## src/rtl/wm_cycle_sequencer.sv

```systemverilog
// Wash-cycle controller: fill/wash/drain, N rinses, spin, with pause,
// abort-through-drain, per-phase timeouts and a vibration filter.
module wm_cycle_sequencer #(
  parameter logic [9:0] FILL_TARGET   = 10'd600,
  parameter logic [9:0] DRAIN_EMPTY   = 10'd20,
  parameter int         FILL_TIMEOUT  = 50,
  parameter int         DRAIN_TIMEOUT = 40,
  parameter int         WASH_TICKS    = 100,
  parameter int         RINSE_TICKS   = 60,
  parameter int         SPIN_TICKS    = 80,
  parameter int         MAX_RINSES    = 3,
  parameter int         VIB_LIMIT     = 4,
  parameter int         TIMER_W       = 16
) (
  input  logic       clk,
  input  logic       reset,
  input  logic       start,
  input  logic       stop,
  input  logic       pause,
  input  logic       continue_signal,
  input  logic       door_locked,
  input  logic [2:0] rinse_count,
  input  logic [9:0] water_level_sensor,
  input  logic       vibration_sensor,
  output logic       door_lock,
  output logic       water_valve,
  output logic       drain_pump,
  output logic [3:0] drum_motor,
  output logic       cycle_complete_led,
  output logic       water_flow_error_led,
  output logic       drainage_error_led,
  output logic       vibration_error_led,
  output logic [3:0] state_dbg
);

  typedef enum logic [3:0] {
    S_IDLE   = 4'd0,
    S_FILL   = 4'd1,
    S_WASH   = 4'd2,
    S_RINSE  = 4'd3,
    S_DRAIN  = 4'd4,
    S_SPIN   = 4'd5,
    S_PAUSED = 4'd6,
    S_DONE   = 4'd7,
    S_ERROR  = 4'd8
  } state_t;

  localparam logic [TIMER_W-1:0] FILL_END  = TIMER_W'(FILL_TIMEOUT - 1);
  localparam logic [TIMER_W-1:0] DRAIN_END = TIMER_W'(DRAIN_TIMEOUT - 1);
  localparam logic [TIMER_W-1:0] WASH_END  = TIMER_W'(WASH_TICKS - 1);
  localparam logic [TIMER_W-1:0] RINSE_END = TIMER_W'(RINSE_TICKS - 1);
  localparam logic [TIMER_W-1:0] SPIN_END  = TIMER_W'(SPIN_TICKS - 1);
  localparam logic [2:0]         RINSE_MAX = 3'(MAX_RINSES);
  localparam logic [7:0]         VIB_END   = 8'(VIB_LIMIT - 1);

  state_t             state, state_n;
  state_t             ret_state, ret_state_n;
  logic [TIMER_W-1:0] timer, timer_n;
  logic [2:0]         rinses, rinses_n;
  logic               washed, washed_n;
  logic               abort, abort_n;
  logic [7:0]         vib_cnt, vib_cnt_n;
  logic               flow_err, flow_err_n;
  logic               drain_err, drain_err_n;
  logic               vib_err, vib_err_n;

  logic       go;
  logic       fill_ok;
  logic       drain_ok;
  logic [2:0] rinse_req;

  assign go        = start && door_locked;
  assign fill_ok   = water_level_sensor >= FILL_TARGET;
  assign drain_ok  = water_level_sensor <= DRAIN_EMPTY;
  assign rinse_req = (rinse_count > RINSE_MAX) ? RINSE_MAX : rinse_count;

  always_ff @(posedge clk) begin
    if (!reset) begin
      state     <= S_IDLE;
      ret_state <= S_IDLE;
      timer     <= '0;
      rinses    <= '0;
      washed    <= 1'b0;
      abort     <= 1'b0;
      vib_cnt   <= '0;
      flow_err  <= 1'b0;
      drain_err <= 1'b0;
      vib_err   <= 1'b0;
    end else begin
      state     <= state_n;
      ret_state <= ret_state_n;
      timer     <= timer_n;
      rinses    <= rinses_n;
      washed    <= washed_n;
      abort     <= abort_n;
      vib_cnt   <= vib_cnt_n;
      flow_err  <= flow_err_n;
      drain_err <= drain_err_n;
      vib_err   <= vib_err_n;
    end
  end

  always_comb begin
    state_n     = state;
    ret_state_n = ret_state;
    timer_n     = timer + TIMER_W'(1);
    rinses_n    = rinses;
    washed_n    = washed;
    abort_n     = abort;
    vib_cnt_n   = '0;
    flow_err_n  = flow_err;
    drain_err_n = drain_err;
    vib_err_n   = vib_err;
    case (state)
      S_IDLE: begin
        timer_n = '0;
        if (go) begin
          state_n  = S_FILL;
          rinses_n = rinse_req;
          washed_n = 1'b0;
          abort_n  = 1'b0;
        end
      end
      S_FILL: begin
        if (stop) begin
          state_n = S_DRAIN;
          abort_n = 1'b1;
          timer_n = '0;
        end else if (fill_ok) begin
          state_n = washed ? S_RINSE : S_WASH;
          timer_n = '0;
        end else if (timer == FILL_END) begin
          state_n    = S_ERROR;
          flow_err_n = 1'b1;
          timer_n    = '0;
        end else if (pause) begin
          state_n     = S_PAUSED;
          ret_state_n = S_FILL;
          timer_n     = timer;
        end
      end
      S_WASH: begin
        if (stop) begin
          state_n = S_DRAIN;
          abort_n = 1'b1;
          timer_n = '0;
        end else if (pause) begin
          state_n     = S_PAUSED;
          ret_state_n = S_WASH;
          timer_n     = timer;
        end else if (timer == WASH_END) begin
          state_n  = S_DRAIN;
          washed_n = 1'b1;
          timer_n  = '0;
        end
      end
      S_RINSE: begin
        if (stop) begin
          state_n = S_DRAIN;
          abort_n = 1'b1;
          timer_n = '0;
        end else if (pause) begin
          state_n     = S_PAUSED;
          ret_state_n = S_RINSE;
          timer_n     = timer;
        end else if (timer == RINSE_END) begin
          state_n  = S_DRAIN;
          rinses_n = rinses - 3'd1;
          timer_n  = '0;
        end
      end
      S_DRAIN: begin
        // stop here only marks the cycle aborted; draining carries on
        if (stop) abort_n = 1'b1;
        if (drain_ok) begin
          timer_n = '0;
          if (abort || stop) state_n = S_IDLE;
          else if (rinses != 3'd0) state_n = S_FILL;
          else state_n = S_SPIN;
        end else if (timer == DRAIN_END) begin
          state_n     = S_ERROR;
          drain_err_n = 1'b1;
          timer_n     = '0;
        end else if (pause) begin
          state_n     = S_PAUSED;
          ret_state_n = S_DRAIN;
          timer_n     = timer;
        end
      end
      S_SPIN: begin
        if (stop) begin
          state_n = S_DRAIN;
          abort_n = 1'b1;
          timer_n = '0;
        end else if (vibration_sensor && vib_cnt == VIB_END) begin
          state_n   = S_ERROR;
          vib_err_n = 1'b1;
          timer_n   = '0;
        end else if (pause) begin
          state_n     = S_PAUSED;
          ret_state_n = S_SPIN;
          timer_n     = timer;
        end else if (timer == SPIN_END) begin
          state_n = S_DONE;
          timer_n = '0;
        end else begin
          vib_cnt_n = vibration_sensor ? vib_cnt + 8'd1 : 8'd0;
        end
      end
      S_PAUSED: begin
        timer_n = timer;
        if (stop) begin
          state_n = S_DRAIN;
          abort_n = 1'b1;
          timer_n = '0;
        end else if (continue_signal) begin
          state_n = ret_state;
        end
      end
      S_DONE: begin
        timer_n = '0;
        if (!door_locked) begin
          state_n = S_IDLE;
        end else if (start) begin
          state_n  = S_FILL;
          rinses_n = rinse_req;
          washed_n = 1'b0;
          abort_n  = 1'b0;
        end
      end
      S_ERROR: begin
        timer_n = '0;
        if (stop) begin
          state_n     = S_IDLE;
          flow_err_n  = 1'b0;
          drain_err_n = 1'b0;
          vib_err_n   = 1'b0;
        end
      end
      default: begin
        state_n = S_IDLE;
        timer_n = '0;
      end
    endcase
  end

  always_comb begin
    door_lock          = 1'b1;
    water_valve        = 1'b0;
    drain_pump         = 1'b0;
    drum_motor         = 4'b0000;
    cycle_complete_led = 1'b0;
    unique case (1'b1)
      (state == S_IDLE):  door_lock = 1'b0;
      (state == S_FILL):  water_valve = 1'b1;
      (state == S_WASH):  drum_motor = 4'b0001;
      (state == S_RINSE): drum_motor = 4'b0010;
      (state == S_DRAIN): drain_pump = 1'b1;
      (state == S_SPIN): begin
        drain_pump = 1'b1;
        drum_motor = 4'b1000;
      end
      (state == S_DONE): begin
        door_lock          = 1'b0;
        cycle_complete_led = 1'b1;
      end
      default: ;
    endcase
  end

  assign water_flow_error_led = flow_err;
  assign drainage_error_led   = drain_err;
  assign vibration_error_led  = vib_err;
  assign state_dbg            = state;

endmodule
```

## config.mk

```make
export PLATFORM = sky130hd
export DESIGN_NAME = wm_cycle_sequencer
export DESIGN_NICKNAME = d
export VERILOG_FILES = /design/src/rtl/wm_cycle_sequencer.sv
export SDC_FILE = /design/constraint.sdc
export NUM_CORES = 1
export LEC_CHECK = 0
export CAP_MARGIN = 20
export CORE_MARGIN = 2
export CORE_UTILIZATION = 50
export DETAILED_ROUTE_END_ITERATION = 16
export PLACE_DENSITY = 0.73
export SLEW_MARGIN = 20
export SYNTH_ARGS = -nofsm -noshare
export SYNTH_HDL_FRONTEND = slang
export SYNTH_SLANG_ARGS = --single-unit
```

## constraint.sdc

```tcl
create_clock -name clk -period 7.3 [get_ports clk]
set_clock_uncertainty 0.15 [all_clocks]
set_input_delay 0.73 -clock clk [delete_from_list [all_inputs] [get_ports clk]]
set_output_delay 0.73 -clock clk [all_outputs]
set_load 0.02 [all_outputs]
```

==> results of run 1 <==
power groups by stage:
stage | Combinational (mW) | Clock [mW] | Sequential, mW
after floorplan | 0.280 | 0 | 0.252
after global placement | 0.354 | 0 | 0.270
after detailed placement | 0.355 | 0 | 0.270
after CTS | 0.357 | 0.146 | 0.265
after global routing | 0.394 | 0.152 | 0.271
final | 0.362 | 0.142 | 0.266
kinds of logic after synthesis:
kind of cell | after synthesis | synth area share
and+or+nand+nor | 170 | 0.360
AOI/OAI and AO/OA | 90 | 0.242
DFF | 39 | 0.285
buffers and inverters | 30 | 0.0516
xor gates and xnor gates | 7 | 0.0224
adders and majority gates | 5 | 0.0228
muxes | 4 | 0.0146
other | 1 | 0.00137
layer usage:
metal	GRT usage	wire, um
met5	0	0
met4	0.0789	116
met3	0.0345	484
met2	0.370	3230
met1	0.366	3470
registers in the layout, summed over array words and instances (netlist names):
name,count
timer,16
vib_cnt,8
state_dbg,4
ret_state,3
rinses,3
abort,1
drainage_error_led,1
vibration_error_led,1
washed,1
water_flow_error_led,1
metrics by stage:
| stage | hold WS [ns] | cells |
|---|---|---|
| 2_1_floorplan | 0.282 | 346 |
| 3_3_place_gp | 0.293 | 433 |
| 3_5_place_dp | 0.298 | 433 |
| 4_1_cts | 0.310 | 440 |
| 5_1_grt | 0.343 | 440 |
| 6_report | 0.312 | 440 |
worst max-delay path, cell delays in order:
cell and delay, ns:
clkdlybuf4s50_1 0.83, inv_1 0.22, a2111oi_1 0.56, or2_0 0.46, nand2_1 0.28, nand2_1 0.21
o21ai_1 0.09, a21oi_1 0.13
cells in the final DEF, fill, tap and decap left out, types with 3 or more instances in the layout:
cell / synthesis / final
a21oi_1: 28 / 28
nor2_1: 40 / 40
nor3_1: 13 / 13
dfxtp_1: 39 / 39
nand4_1: 5 / 5
nor4b_1: 4 / 4
clkdlybuf4s50_1: 0 / 34
o21ai_0: 13 / 13
ha_1: 5 / 5
nor4_1: 5 / 5
nor4b_2: 3 / 3
nand2b_1: 8 / 8
o21a_1: 4 / 4
or3_1: 8 / 8
a41oi_1: 3 / 3
xor2_1: 5 / 5
o211ai_1: 5 / 5
mux2i_1: 4 / 4
inv_1: 12 / 12
nor4bb_1: 4 / 4
nand2_1: 30 / 30
nand3_1: 20 / 20
nor3b_1: 3 / 3
o21ai_1: 8 / 8
and2_1: 6 / 6
clkbuf_8: 0 / 5
synthesized netlist by cell type (2+ instances only):
| library cell | n | area [um^2] |
|---|---|---|
| and4_1 | 2 | 17.5 |
| nor2_1 | 40 | 150 |
| inv_1 | 12 | 45.0 |
| dfxtp_1 | 39 | 781 |
| nand2b_1 | 8 | 50.1 |
| a31oi_1 | 2 | 12.5 |
| nand4_1 | 5 | 31.3 |
| or4_1 | 2 | 15.0 |
| o21ai_1 | 8 | 40.0 |
| and2_1 | 6 | 37.5 |
| o22a_1 | 2 | 17.5 |
| o21a_1 | 4 | 30.0 |
| nor4bb_1 | 4 | 40.0 |
| buf_6 | 2 | 22.5 |
| o2111ai_1 | 2 | 17.5 |
| nand2_1 | 30 | 113 |
| nand2_2 | 2 | 12.5 |
| nand3_1 | 20 | 100 |
| mux2i_1 | 4 | 40.0 |
| nor4b_2 | 3 | 45.0 |
| nor4b_1 | 4 | 35.0 |
| a32oi_1 | 2 | 17.5 |
| or3_1 | 8 | 50.1 |
| o211ai_1 | 5 | 37.5 |
| buf_2 | 5 | 25.0 |
| xor2_1 | 5 | 43.8 |
| buf_4 | 2 | 15.0 |
| xnor2_1 | 2 | 17.5 |
| ha_1 | 5 | 62.6 |
| a211oi_1 | 2 | 15.0 |
| a2111oi_1 | 2 | 20.0 |
| clkbuf_1 | 7 | 26.3 |
| nor4_1 | 5 | 31.3 |
| nor3_1 | 13 | 65.1 |
| a21oi_1 | 28 | 140 |
| nor3b_1 | 3 | 22.5 |
| o21ai_0 | 13 | 65.1 |
| and3_1 | 2 | 12.5 |
| a41oi_1 | 3 | 26.3 |
area by class of cell:
class,count,area [um^2],area share
timing repair buffer,34,340,0.108
multi-input combinational,277,1820,0.576
clock buffer,5,68.8,0.0218
inverter,13,48.8,0.0154
tap,70,87.6,0.0277
clock inverter,2,13.8,0.00436
sequential,39,781,0.247
how the worst max path moves through the flow:
stage	cells after the start	endpoint	slack (ns)	from
final	8	timer[3]	3.86	pause
after global placement	8	timer[3]	3.66	pause
after detailed placement	8	timer[9]	3.62	pause
after floorplan	8	timer[5]	4.72	state_dbg[0]
after global routing	8	timer[3]	3.65	pause
after CTS	8	timer[3]	3.92	pause
==> metrics.txt, run 1 <==
net switching power 0.326 mW; area grow syn2layout 15.2%; antenna violations before repair 0; Slew Limit Fails 0; routability congestion estimate 0.957; Final Total Pwr 0.770 mW; Post-Route Utilization 0.607; VDD IR-drop max 143 uV; P_int 0.444 mW; Reg power frac 0.346; headroom to the max-slew limit 0.465; YS warnings 0; Worst Path Max Fanout 12; Top FF cell, synth dfxtp_1; CTS sink count 39; syn nets 372; Final period util 0.472; vias in the first global route 2545; LEAKAGE 0.984 nW; fillers 491; Final Instance Area 3160 um^2; worst hold path class reg2reg; Antenna diodes 0; Synth Instances 346; Worst Hold End rinses[1]; Final ANT Viol Nets 0; Hold Startpoint rinses[1]; total negative slack 0 ns; Tot GR Track Use 0.247; Critical R2R Capture timer[3]; first-pass GRT wire length 12.3 mm; DRC 0; Reg-to-Reg Start state_dbg[1]; post-CTS setup buffers 0; drt wl/cell 16.6 um; critical path class in2reg; max_cap viols 0; Post-CTS Resized 0; critical path arrival 3.52 ns; CTS tree done; final wirelength 7.30 mm; GR Overflow Total 0; reg2reg setup slack 4.39 ns; Req. time, crit path 7.38 ns; mean area per synthesized cell 7.92 um^2; cell count of the worst reg-to-reg path 7; FP Rows 26; critical path endpoint category register; Final Setup Violations 0; status completed; #FFs+latches synth 39; hold path cells 2; pre-CTS setup slack 3.62 ns; First-pass DRT Iterations 5; switching part of the total 0.423; die width 78.0 um; share of post-route cells with drive strength above 1 0.0730; clock share of power 0.184; cts hold-fix bufs 0; CTS H-tree lvls 2; number of synthesized flops with an enable pin 0; Logic pwr share 0.470; RSZ-0062 raised after global routing no; Skew-Pair Late Insertion Delay 0.30 ns; Cell variety after synth 72; ys async rst share 0; Placed Area 3080 um^2; setup ws final 3.86 ns; via-per-instance ratio 6.19; Initial DRC Count 298; # IOs 36; synthesized cell area 2740 um^2; cts bufs inserted 5; via count 2723; I/O Buffers 34; Initial Util 0.527; largest net degree at the start of global routing 22; Worst Setup Start Kind input pin; CTS Root Cell clkbuf_8; Hold Violations, Final 0; FMAX 290 MHz; die area 6090 um^2; sequential fraction of the synthesis area 0.285; Vert. Die Dim 78.0 um; worst slew pin tran 0.801 ns; detailed placement HPWL 5.32 mm; final net count 396; clk buf depth 2; Cell Pwr Density 244 nW/um^2; Reg clk slew, reported paths 0.08 ns; min Tclk post-route 3.44 ns; Core ar. 5200 um^2
Power figures use the tool's default switching activity.
==> run 2, diff against run 1 <==
--- a/config.mk
+++ b/config.mk
@@ -9,7 +9,7 @@
 export CORE_MARGIN = 2
 export CORE_UTILIZATION = 50
 export DETAILED_ROUTE_END_ITERATION = 16
-export PLACE_DENSITY = 0.73
+export PLACE_DENSITY = 0.76
 export SLEW_MARGIN = 20
 export SYNTH_ARGS = -nofsm -noshare
 export SYNTH_HDL_FRONTEND = slang
==> constraint.sdc (replaced) <==
create_clock -name clk -period 3 [get_ports clk]
set_clock_uncertainty 0.15 [all_clocks]
set_input_delay 0.3 -clock clk [delete_from_list [all_inputs] [get_ports clk]]
set_output_delay 0.3 -clock clk [all_outputs]
set_load 0.02 [all_outputs]
==> run 2 against run 1 <==
Compared with the run above: global-route usage grew 0.42 points; critical path depth decreased by 3; clock power increased by 140%; critical endpoint is now door_lock; core utilization is 2.9 points higher; largest power group unchanged.
==> metrics.txt, run 2 (same netlist as run 1, synthesis figures left out) <==
most frequent cells in the layout 40 x nor2_1, 39 x dfxtp_1, 34 x clkdlybuf4s50_1; worst slew pin tran 0.691 ns; hold path cells 2; Cell Pwr Density 595 nW/um^2; Reg power frac 0.319; routability congestion estimate 0.982; total negative slack 0 ns; net switching power 0.808 mW; min Tclk post-route 2.81 ns; die width 78.0 um; leading cell type in the layout, fill and taps excluded nor2_1; cts hold-fix bufs 0; # IOs 36; Tot GR Track Use 0.251; drt wl/cell 16.3 um; via count 2842; headroom to the max-slew limit 0.539; Final Total Pwr 1.97 mW; detailed placement HPWL 5.62 mm; Vert. Die Dim 78.0 um; die area 6090 um^2; VDD IR-drop max 349 uV; Hold Violations, Final 0; cts bufs inserted 5; worst hold slack 0.311 ns; FP Rows 26; CTS tree done; Initial Util 0.527; share of post-route cells with drive strength above 1 0.120; First-pass DRT Iterations 5; critical path endpoint category primary output; FMAX 356 MHz; Final period util 0.935; LEAKAGE 1.08 nW; Logic pwr share 0.505; switching part of the total 0.411; status completed; clk buf depth 2; Worst Path Max Fanout 15; final wirelength 7.50 mm; Core ar. 5200 um^2; max reg flops 16; worst hold path class reg2reg; CTS H-tree lvls 2; CTS Root Cell clkbuf_8; largest net degree at the start of global routing 18; I/O Buffers 34; Initial DRC Count 367; first-pass GRT wire length 12.4 mm; via-per-instance ratio 6.16; Worst Setup Start Kind register; Skew-Pair Late Insertion Delay 0.30 ns; final net count 416; Req. time, crit path 2.55 ns; max_cap viols 0; critical path class reg2out; Antenna diodes 0; vias in the first global route 2548; Reg clk slew, reported paths 0.07 ns; area grow syn2layout 20.7%; RSZ-0062 raised after global routing no; P_int 1.16 mW; register with the most flip-flops timer; GR Overflow Total 0; Final Setup Violations 0; clock share of power 0.176; cell count of the worst reg-to-reg path 8; antenna violations before repair 0; critical path arrival 2.36 ns; DRC 0; fillers 451; CTS sink count 39; Final ANT Viol Nets 0; Slew Limit Fails 0
## run 2: cell count changes in the layout (fill, tap and decap cells not counted), sizes merged
cell	change
buf	+20
clkbuf	+2
clkinv	-1
## run 2: routing by layer
layer  part of all wire  global-route usage
met1               0.45               0.358
met2               0.45               0.386
met3              0.092              0.0552
met4             0.0087              0.0614
met5                  0                   0
## run 2: worst max-delay path, cell delays in order (launching register included)
cell             delay [ns]
dfxtp_1                0.47
buf_4                  0.25
or3_1                  0.48
a21oi_1                0.26
inv_1                  0.06
clkdlybuf4s50_1        0.53
## run 2: final timing paths
path	start	end	slack, ns
max	state_dbg[0]	door_lock	0.19
min	rinses[1]	rinses[1]	0.31
max reg2reg	state_dbg[2]	timer[5]	0.27
min reg2reg	rinses[1]	rinses[1]	0.31
## run 2: power groups by stage
stage               Combinational, mW  Sequential, mW  Clock [mW]
global placement                0.942           0.636           0
global route                     1.07           0.635       0.372
finish                          0.993           0.627       0.347
detailed placement              0.943           0.635           0
floorplan                       0.680           0.613           0
CTS                             0.947           0.624       0.350
## run 2: layout make-up
class	instances	area (um^2)	area share
multi-input combinational	277	1820	0.550
sequential	39	781	0.236
timing repair buffer	54	490	0.148
tap	70	87.6	0.0265
clock buffer	7	76.3	0.0231
inverter	13	48.8	0.0147
clock inverter	1	5.00	0.00151
## run 2: what timing repair did
action,4_1_cts,5_1_grt
resized for setup,0,1
setup buffers,0,4
setup endpoints to repair,0,7
## run 2: per-stage QoR
stage          setup WS (ns)  instance area (um^2)  cells   util
2_1_floorplan          0.425                  2740    346      -
3_3_place_gp           0.344                  3200    449  0.614
3_5_place_dp           0.263                  3200    449  0.614
4_1_cts                0.200                  3280    457  0.630
5_1_grt               0.0222                  3310    461  0.636
6_report               0.195                  3310    461  0.636
==> run 3, diff against run 2 <==
--- a/config.mk
+++ b/config.mk
@@ -6,8 +6,8 @@
 export NUM_CORES = 1
 export LEC_CHECK = 0
 export CAP_MARGIN = 20
-export CORE_MARGIN = 2
 export CORE_UTILIZATION = 50
+export CTS_BUF_LIST = sky130_fd_sc_hd__clkbuf_4 sky130_fd_sc_hd__clkbuf_8
 export DETAILED_ROUTE_END_ITERATION = 16
 export PLACE_DENSITY = 0.76
 export SLEW_MARGIN = 20
==> run 3 against run 2 <==
Compared with the run above: cell count fell by 1.5%; via count fell by 3.7%; register-to-register slack improved by 0.03 ns; flip-flop and latch count did not move; setup slack improved by 0.0025 ns; core utilization fell by 0.58 points.
==> metrics.txt, run 3 (same netlist as run 1, synthesis figures left out) <==
status completed; Worst path top cell family by delay buffers and inverters; routability congestion estimate 0.951; Initial DRC Count 421; Initial Util 0.527; Reg clk slew, reported paths 0.08 ns; Worst path slowest cell dfxtp_1; largest net degree at the start of global routing 18; # IOs 36; cts bufs inserted 5; Placed Area 3170 um^2; Final ANT Viol Nets 0; I/O Buffers 34; FMAX 357 MHz; Worst Path Max Fanout 15; cts hold-fix bufs 0; antenna violations before repair 0; DRC 0; CTS sink count 39; met1 WL 3.40 mm; Final Instance Area 3280 um^2; met2 wire len 3.35 mm; first-pass GRT wire length 12.5 mm; wire length on met3 499 um; register with the most flip-flops timer; crit path buf inv count 2; detailed placement HPWL 5.49 mm; die area 5780 um^2; total negative slack 0 ns; worst hold path class reg2reg; most frequent cells in the layout 40 x nor2_1, 39 x dfxtp_1, 34 x clkdlybuf4s50_1; Post-Route Utilization 0.630; clk buf depth 2; leading cell type in the layout, fill and taps excluded nor2_1; GR Overflow Total 0; Post-Place Cells 446; Core ar. 5200 um^2; area grow syn2layout 19.6%; final wirelength 7.41 mm; via-per-instance ratio 6.03; Final Setup Violations 0; final net count 409; crit path cell chain nand2b_1 > nor3b_4 > buf_4 > clkdlybuf4s50_1; top routing layer in use met4; vias in the first global route 2647; Non-Filler Instances 454; critical path endpoint category primary output; Req. time, crit path 2.55 ns; worst slew pin tran 0.660 ns; share of post-route cells with drive strength above 1 0.109; footprint of the multi-input gates 1820 um^2; Vert. Die Dim 76.0 um; LEAKAGE 1.06 nW; Cell Pwr Density 603 nW/um^2; critical path arrival 2.35 ns; Final period util 0.934; CTS Root Cell clkbuf_8; die width 76.0 um; headroom to the max-slew limit 0.560; largest stage delay on the critical path 0.69 ns; Tot GR Track Use 0.269; register area 781 um^2; RSZ-0062 raised after global routing no; VDD IR-drop max 367 uV; Hold Violations, Final 0; Slew Limit Fails 0; via count 2738; CTS H-tree lvls 2; First-pass DRT Iterations 5; CTS tree done; Worst Setup Start Kind register; critical path class reg2out; Antenna diodes 0; max reg flops 16; fillers 474; drt wl/cell 16.3 um; min Tclk post-route 2.80 ns; max_cap viols 0; FP Rows 26; Skew-Pair Late Insertion Delay 0.29 ns
-- run 3: changes by cell type in the layout (fill, tap and decap cells not counted), sizes merged --
cell,delta
buf,-7
clkbuf,+1
clkinv,-1
-- run 3: routing by layer --
layer / vias to the layer above / track usage
met1: 1253 / 0.372
li1: 1352 / -
met2: 116 / 0.410
met3: 17 / 0.0443
met5: - / 0
met4: 0 / 0.123
-- run 3: through the flow --
step | power (mW) | setup WS [ns] | hold WS [ns]
2_1_floorplan | 1.29 | 0.425 | 0.282
4_1_cts | 1.97 | 0.216 | 0.312
6_report | 1.98 | 0.197 | 0.308
3_3_place_gp | 1.55 | 0.211 | 0.292
5_1_grt | 2.10 | 0.0499 | 0.344
3_5_place_dp | 1.57 | 0.236 | 0.302
-- run 3: repair_timing --
action	CTS	global route
setup buffers	0	0
gates resized for setup	0	1
setup endpoints to repair	0	2
-- run 3: power by group --
group          internal, mW  total (mW)  switching, mW
sequential            0.557       0.630         0.0727
clock                 0.219       0.407          0.188
combinational         0.400       0.941          0.542
total                  1.18        1.98          0.802
-- run 3: area by class of cell --
type | instances | share of cell area
Clock buffer | 8 | 0.0317
Inverter | 13 | 0.0149
Multi-Input combinational cell | 277 | 0.555
Sequential cell | 39 | 0.238
Tap cell | 70 | 0.0267
Timing Repair Buffer | 47 | 0.134
-- run 3: final timing paths --
| path | slack [ns] | from | cells past startpoint | to |
|---|---|---|---|---|
| worst min register to register | 0.31 | rinses[1] | 2 | rinses[1] |
| worst max register to register | 0.30 | state_dbg[1] | 7 | state_dbg[1] |
| worst min-delay path | 0.31 | rinses[1] | 2 | rinses[1] |
| worst max-delay path | 0.20 | state_dbg[1] | 4 | drum_motor[1] |
-- run 3: worst min-delay path, cell delays in order, from the launching register on --
cell and delay [ns]:
dfxtp_1 0.31, nand2_1 0.05, a21oi_1 0.05
